===== config.mk =====
export PLATFORM = sky130hd
export DESIGN_NAME = change_dispenser
export DESIGN_NICKNAME = d
export VERILOG_FILES = /design/src/rtl/change_dispenser.sv
export SDC_FILE = /design/constraint.sdc
export NUM_CORES = 1
export LEC_CHECK = 0
export BUFFER_PORTS_ARGS = -buffer_cell sky130_fd_sc_hd__buf_2
export CORE_AREA = 2 2 55 57
export DETAILED_ROUTE_END_ITERATION = 10
export DIE_AREA = 0 0 57 59
export GPL_ROUTABILITY_DRIVEN = 0
export PLACE_DENSITY = 0.9
export SLEW_MARGIN = 25
export SYNTH_ARGS = -nofsm -noshare
export SYNTH_HDL_FRONTEND = slang
export SYNTH_SLANG_ARGS = --single-unit

===== constraint.sdc =====
create_clock -name clk -period 4.2 [get_ports clk]
set_input_delay 0.84 -clock clk [delete_from_list [all_inputs] [get_ports clk]]
set_output_delay 0.84 -clock clk [all_outputs]
set_load 0.01 [all_outputs]

===== src/rtl/change_dispenser.sv =====
// change_dispenser: pays out change in Rs.5 / Rs.10 coins from two tubes.
// A transaction starts on chng_vld in IDLE, requests one coin at a time
// (largest coin first), and ends with a done pulse. If a tube runs dry,
// it ends with a short pulse, and owed holds the unpaid amount.
// All outputs are registered.
//
// Valid/ready semantics: chng_vld is a one-cycle strobe. It is accepted
// only when busy=0. coin_req/coin_sel are held stable until coin_ack is
// sampled high. coin_ack has no effect unless coin_req is high.
//
// Optional build macro ACK_TIMEOUT_EN: abandons a coin request after 16
// cycles without coin_ack and ends the transaction as a shortfall.
module change_dispenser (
    input  logic       clk,
    input  logic       rst,
    input  logic [1:0] chng,
    input  logic       chng_vld,
    input  logic       coin_ack,
    input  logic       refill,
    input  logic       refill_sel,
    input  logic [3:0] refill_cnt,
    output logic       coin_req,
    output logic       coin_sel,
    output logic       busy,
    output logic       done,
    output logic       short,
    output logic [1:0] owed,
    output logic [3:0] cnt5,
    output logic [3:0] cnt10,
    output logic [2:0] state_dbg
);

    typedef enum logic [2:0] {
        S_IDLE  = 3'd0,
        S_REQ   = 3'd1,
        S_GAP   = 3'd2,
        S_DONE  = 3'd3,
        S_FAULT = 3'd4
    } state_t;

    state_t     state, next_state;
    logic [1:0] remaining, rem_next;
    logic       sel_next;
    logic       take;
    logic [1:0] pick_rem;
    logic       pick_10, pick_ok;
    logic       coin_req_d, coin_sel_d, busy_d, done_d, short_d;
    logic [1:0] owed_d;

`ifdef ACK_TIMEOUT_EN
    logic [3:0] to_cnt, to_cnt_d;
`endif

    assign state_dbg = state;

    // Tube update: optional decrement plus optional refill, clamped at 15.
    function automatic logic [3:0] tube_next(input logic [3:0] cnt,
                                             input logic       dec,
                                             input logic       add_en,
                                             input logic [3:0] add);
        logic [4:0] sum;
        sum = {1'b0, cnt} - {4'b0, dec} + (add_en ? {1'b0, add} : 5'd0);
        return (sum > 5'd15) ? 4'd15 : sum[3:0];
    endfunction

    // Coin selection: largest coin that fits and is in stock.
    always_comb begin
        pick_rem = (state == S_IDLE) ? chng : remaining;
        pick_10  = (pick_rem >= 2'd2) && (cnt10 != 4'd0);
        pick_ok  = pick_10 || (cnt5 != 4'd0);
    end

    // State, transaction datapath and registered outputs.
    always_ff @(posedge clk or negedge rst) begin
        if (!rst) begin
            state     <= S_IDLE;
            remaining <= 2'd0;
            coin_req  <= 1'b0;
            coin_sel  <= 1'b0;
            busy      <= 1'b0;
            done      <= 1'b0;
            short     <= 1'b0;
            owed      <= 2'd0;
        end else begin
            state     <= next_state;
            remaining <= rem_next;
            coin_req  <= coin_req_d;
            coin_sel  <= coin_sel_d;
            busy      <= busy_d;
            done      <= done_d;
            short     <= short_d;
            owed      <= owed_d;
        end
    end

    // Next-state logic, remaining-change bookkeeping, and coin choice.
    always_comb begin
        next_state = state;
        rem_next   = remaining;
        sel_next   = coin_sel;
        take       = 1'b0;
        case (state)
            S_IDLE: begin
                if (chng_vld) begin
                    rem_next = chng;
                    if (chng == 2'd0) begin
                        next_state = S_DONE;
                    end else if (pick_ok) begin
                        next_state = S_REQ;
                        sel_next   = pick_10;
                    end else begin
                        next_state = S_FAULT;
                    end
                end
            end
            S_REQ: begin
                if (coin_ack) begin
                    take       = 1'b1;
                    rem_next   = remaining - (coin_sel ? 2'd2 : 2'd1);
                    next_state = (rem_next == 2'd0) ? S_DONE : S_GAP;
                end
`ifdef ACK_TIMEOUT_EN
                else if (to_cnt == 4'd15) begin
                    next_state = S_FAULT;
                end
`endif
            end
            S_GAP: begin
                if (pick_ok) begin
                    next_state = S_REQ;
                    sel_next   = pick_10;
                end else begin
                    next_state = S_FAULT;
                end
            end
            S_DONE:  next_state = S_IDLE;
            S_FAULT: next_state = S_IDLE;
            default: next_state = S_IDLE;
        endcase
    end

    // Output values for the coming cycle, derived from the next state.
    always_comb begin
        coin_req_d = (next_state == S_REQ);
        coin_sel_d = (next_state == S_REQ) ? sel_next : 1'b0;
        busy_d     = (next_state != S_IDLE);
        done_d     = (next_state == S_DONE) || (next_state == S_FAULT);
        short_d    = (next_state == S_FAULT);
        owed_d     = owed;
        if (state == S_IDLE && chng_vld) owed_d = 2'd0;
        if (next_state == S_FAULT) owed_d = rem_next;
    end

    // Tube inventories: refills are accepted in any state.
    always_ff @(posedge clk or negedge rst) begin
        if (!rst) begin
            cnt5  <= 4'd0;
            cnt10 <= 4'd0;
        end else begin
            cnt5  <= tube_next(cnt5, take && !coin_sel, refill && !refill_sel, refill_cnt);
            cnt10 <= tube_next(cnt10, take && coin_sel, refill && refill_sel, refill_cnt);
        end
    end

`ifdef ACK_TIMEOUT_EN
    // Counts consecutive REQ cycles without coin_ack.
    always_comb begin
        to_cnt_d = (state == S_REQ && !coin_ack && next_state == S_REQ) ?
                   to_cnt + 4'd1 : 4'd0;
    end

    // Ack-timeout counter register.
    always_ff @(posedge clk or negedge rst) begin
        if (!rst) to_cnt <= 4'd0;
        else      to_cnt <= to_cnt_d;
    end
`endif

endmodule


==> flow_summary.yaml <==
sta:
  fin_crit_ns: 2.85
  finalMaxSlewViolations: 0
  setup_tns_ns: 0
  fmax_mhz: 350
  skew_ns: 0.00731
  period_share_pct: 67.9
  setup_ws_ns: 1.35
  tightest_slew_ns: 0.446
  rsz0062_at_grt: "no"
  finalSetupViolations: 0
  max-slew-margin-rel_pct: 70.0
  hold_violations: 0
power:
  p_per_area_nw_per_um2: 686
  power.total_uw: 1150
  p_comb_share_pct: 57.0
  seqPwrFrac_pct: 29.4
  swShare_pct: 41.9
  power_switching_uw: 484
  peakVddDrop_uv: 409
  pwr-share-clk_pct: 13.6
  p_int_uw: 671
  p_leak_uw: 0.000902
yosys:
  synth.distinct_cells: 44
  yosys_warnings: 0
  synth.mux.area_fraction_pct: 1.44
  synth_edf_count: 0
  syn_inst: 152
  synth-simple-area-share_pct: 17.1
  syn_area_um2: 1470
  syn_nets: 183
  avgSynthCellArea_um2: 9.70
  synthXorXnorAreaFrac_pct: 5.77
  ys_ff_latch: 20
  ys_async_sr_fraction_pct: 100
  synth-compound-area-share_pct: 15.6
  synthAdderAreaFrac_pct: 17.1
  synth_flop_cell: "dfrtp_1"
  ys_seq_area_share_pct: 34.0
  synth_top_family_by_area: "adder cells"
outcome:
  outcome: "finished, final reports clean"
cells_and_area:
  layout.nets: 214
  area_delta_synth_final_pct: 14.2
  finish.utilization_pct: 62.1
  drive_gt1_share_pct: 23.6
  antenna_cells: 0
routing:
  drtPass1Iterations: 5
  routedWlPerCell_um: 13.6
  drt-initial-drc-count: 24
  vias: 1179
  drc_errors: 0
  viasPerCell: 5.54
  antenna_left: 0
  wirelength_um: 2890
critical_path:
  reg2reg_from: "state_dbg[0]$_DFF_PN0_"
  critPathRequiredTime_ns: 4.39
  crit_start: "state_dbg[0]$_DFF_PN0_"
  r2r_cells: 10
  crit_arrival_ns: 3.04
  path_class: "reg -> reg"
  cp_max_fo: 12
  cp-start-kind: "register"
  worst_setup_path_end_kind: "register"
placed_design:
  dp_slack_ns: 1.12
  dp_hpwl_um: 2350
  numPortBuffers: 29
die:
  die_x_um: 57
  pin_count: 30
  start_util_pct: 54.4
  placeableCoreArea_um2: 2710
  fp.dieH_um: 59
  die_area_um2: 3360
  placementRows: 19
clock_network:
  cts.sink_count: 20
  clock_path_buffers: 2
  post_cts_buffers: 0
  clockRootBuffer: "clkbuf_4"
  post_cts_resized: 0
  insertion_delay_ns: 0.31
  cts_tree: "built"
  htreeDepth: 1
  path_clk_slew_ns: 0.11
  cts_buffers: 3
  hold_buffers: 0
min_path:
  hp-class: "in -> async"
grt:
  grt_pass1_vias: 1127
  grt_max_degree: 21
  grt_use_total_pct: 19.0
  antenna_found_initial: 0
  overflow: 0
  grt_pass1_wl_um: 4920
flow_run:
  cap_violations: 0
[metrics by stage]
step	hold slack, ns	instance area (um2)	cells
after global routing	0.480	1680	213
after detailed placement	0.525	1630	209
after floorplan	0.544	1470	152
final	0.445	1680	213
after global placement	0.510	1630	209
after CTS	0.460	1680	213
[per-layer routing]
metal / routed length, um / global-route usage (%) / up-vias
met1: 1300 / 24.2 / 544
li1: - / - / 586
met4: 66 / 7.97 / 0
met2: 1410 / 33.2 / 41
met5: 0 / 0 / -
met3: 119 / 2.18 / 8
[sequential cells by signal, summed over array words and instances (netlist names)]
| signal | flops |
|---|---|
| coin_sel | 1 |
| owed | 2 |
| remaining | 2 |
| busy | 1 |
| cnt10 | 4 |
| short | 1 |
| state_dbg | 3 |
| cnt5 | 4 |
| coin_req | 1 |
| done | 1 |
[worst max-delay path, stage by stage, from the launching register on]
cell	delay [ns]
dfrtp_1	0.58
nor3b_1	0.40
and3_1	0.22
ha_1	0.12
inv_1	0.04
ha_1	0.19
fa_1	0.41
a21o_1	0.17
a21oi_1	0.20
xor2_1	0.30
nand2_1	0.09
[cell usage after synthesis, drive strengths merged, types with 2 or more instances]
| cell | count | share of area [%] |
|---|---|---|
| and3 | 3 | 1.3 |
| o31ai | 2 | 1.4 |
| ha | 17 | 14 |
| xnor2 | 2 | 1.2 |
| or4b | 3 | 2.5 |
| inv | 28 | 7.1 |
| or2 | 2 | 0.85 |
| nor2 | 3 | 0.76 |
| o21ai | 5 | 1.7 |
| xor2 | 5 | 3.0 |
| a211oi | 2 | 1.4 |
| and2 | 2 | 0.85 |
| a21o | 5 | 2.5 |
| nand3 | 5 | 1.7 |
| buf | 3 | 1.9 |
| fa | 2 | 2.7 |
| o211ai | 2 | 1.0 |
| nand2b | 4 | 1.7 |
| a21oi | 9 | 3.8 |
| nand2 | 10 | 2.5 |
| nor4 | 2 | 1.7 |
| o21a | 2 | 1.0 |
| dfrtp | 20 | 34 |
[worst paths after layout]
check                                 endpoint  slack, ns
max in group asynchronous   cnt10[0]$_DFF_PN0_       3.45
min                            short$_DFF_PN0_       0.44
max reg2reg                 cnt10[3]$_DFF_PN0_       1.35
min reg2reg                owed[1]$_DFFE_PN0P_       0.55
min in group clk           owed[1]$_DFFE_PN0P_       0.55
max                         cnt10[3]$_DFF_PN0_       1.35
[cells in the final DEF (no fill, tap or decap), types with 2 or more instances in the layout]
master,n
xor2_1,5
and2_1,2
clkbuf_4,3
xnor2_1,2
nor4_2,2
nand2b_1,4
a21o_1,5
inv_2,2
inv_1,26
dfrtp_1,20
nand3_1,5
ha_1,17
o21a_1,2
nor2_1,3
or4b_4,2
nand2_1,10
buf_2,29
a21oi_1,8
fa_1,2
and3_1,3
o21ai_0,5
o211ai_1,2
[power by group through the flow]
| stage | registers, uW | clock network [uW] | logic, uW |
|---|---|---|---|
| 2_1_floorplan | 338 | 0 | 499 |
| 3_3_place_gp | 340 | 0 | 632 |
| 3_5_place_dp | 341 | 0 | 664 |
| 4_1_cts | 339 | 159 | 664 |
| 5_1_grt | 350 | 166 | 742 |
| 6_report | 340 | 158 | 658 |
[layout make-up]
| cell class | instances | area [um2] |
|---|---|---|
| Clock buffer | 3 | 22.5 |
| Clock inverter | 1 | 30.0 |
| Fill cell | 245 | 1030 |
| Inverter | 28 | 105 |
| Multi-Input combinational cell | 101 | 841 |
| Sequential cell | 20 | 500 |
| Tap cell | 31 | 38.8 |
| Timing Repair Buffer | 29 | 145 |
[logic make-up (layout without fill, tap and decap cells)]
family	Yosys count	count (layout)
AOI/OAI and AO/OA	32	32
adders and majority gates	19	19
and+or+nand+nor	40	40
buffers and inverters	31	61
DFF	20	20
muxes	2	2
xor gates and xnor gates	8	8
Power figures use the tool's default switching activity.
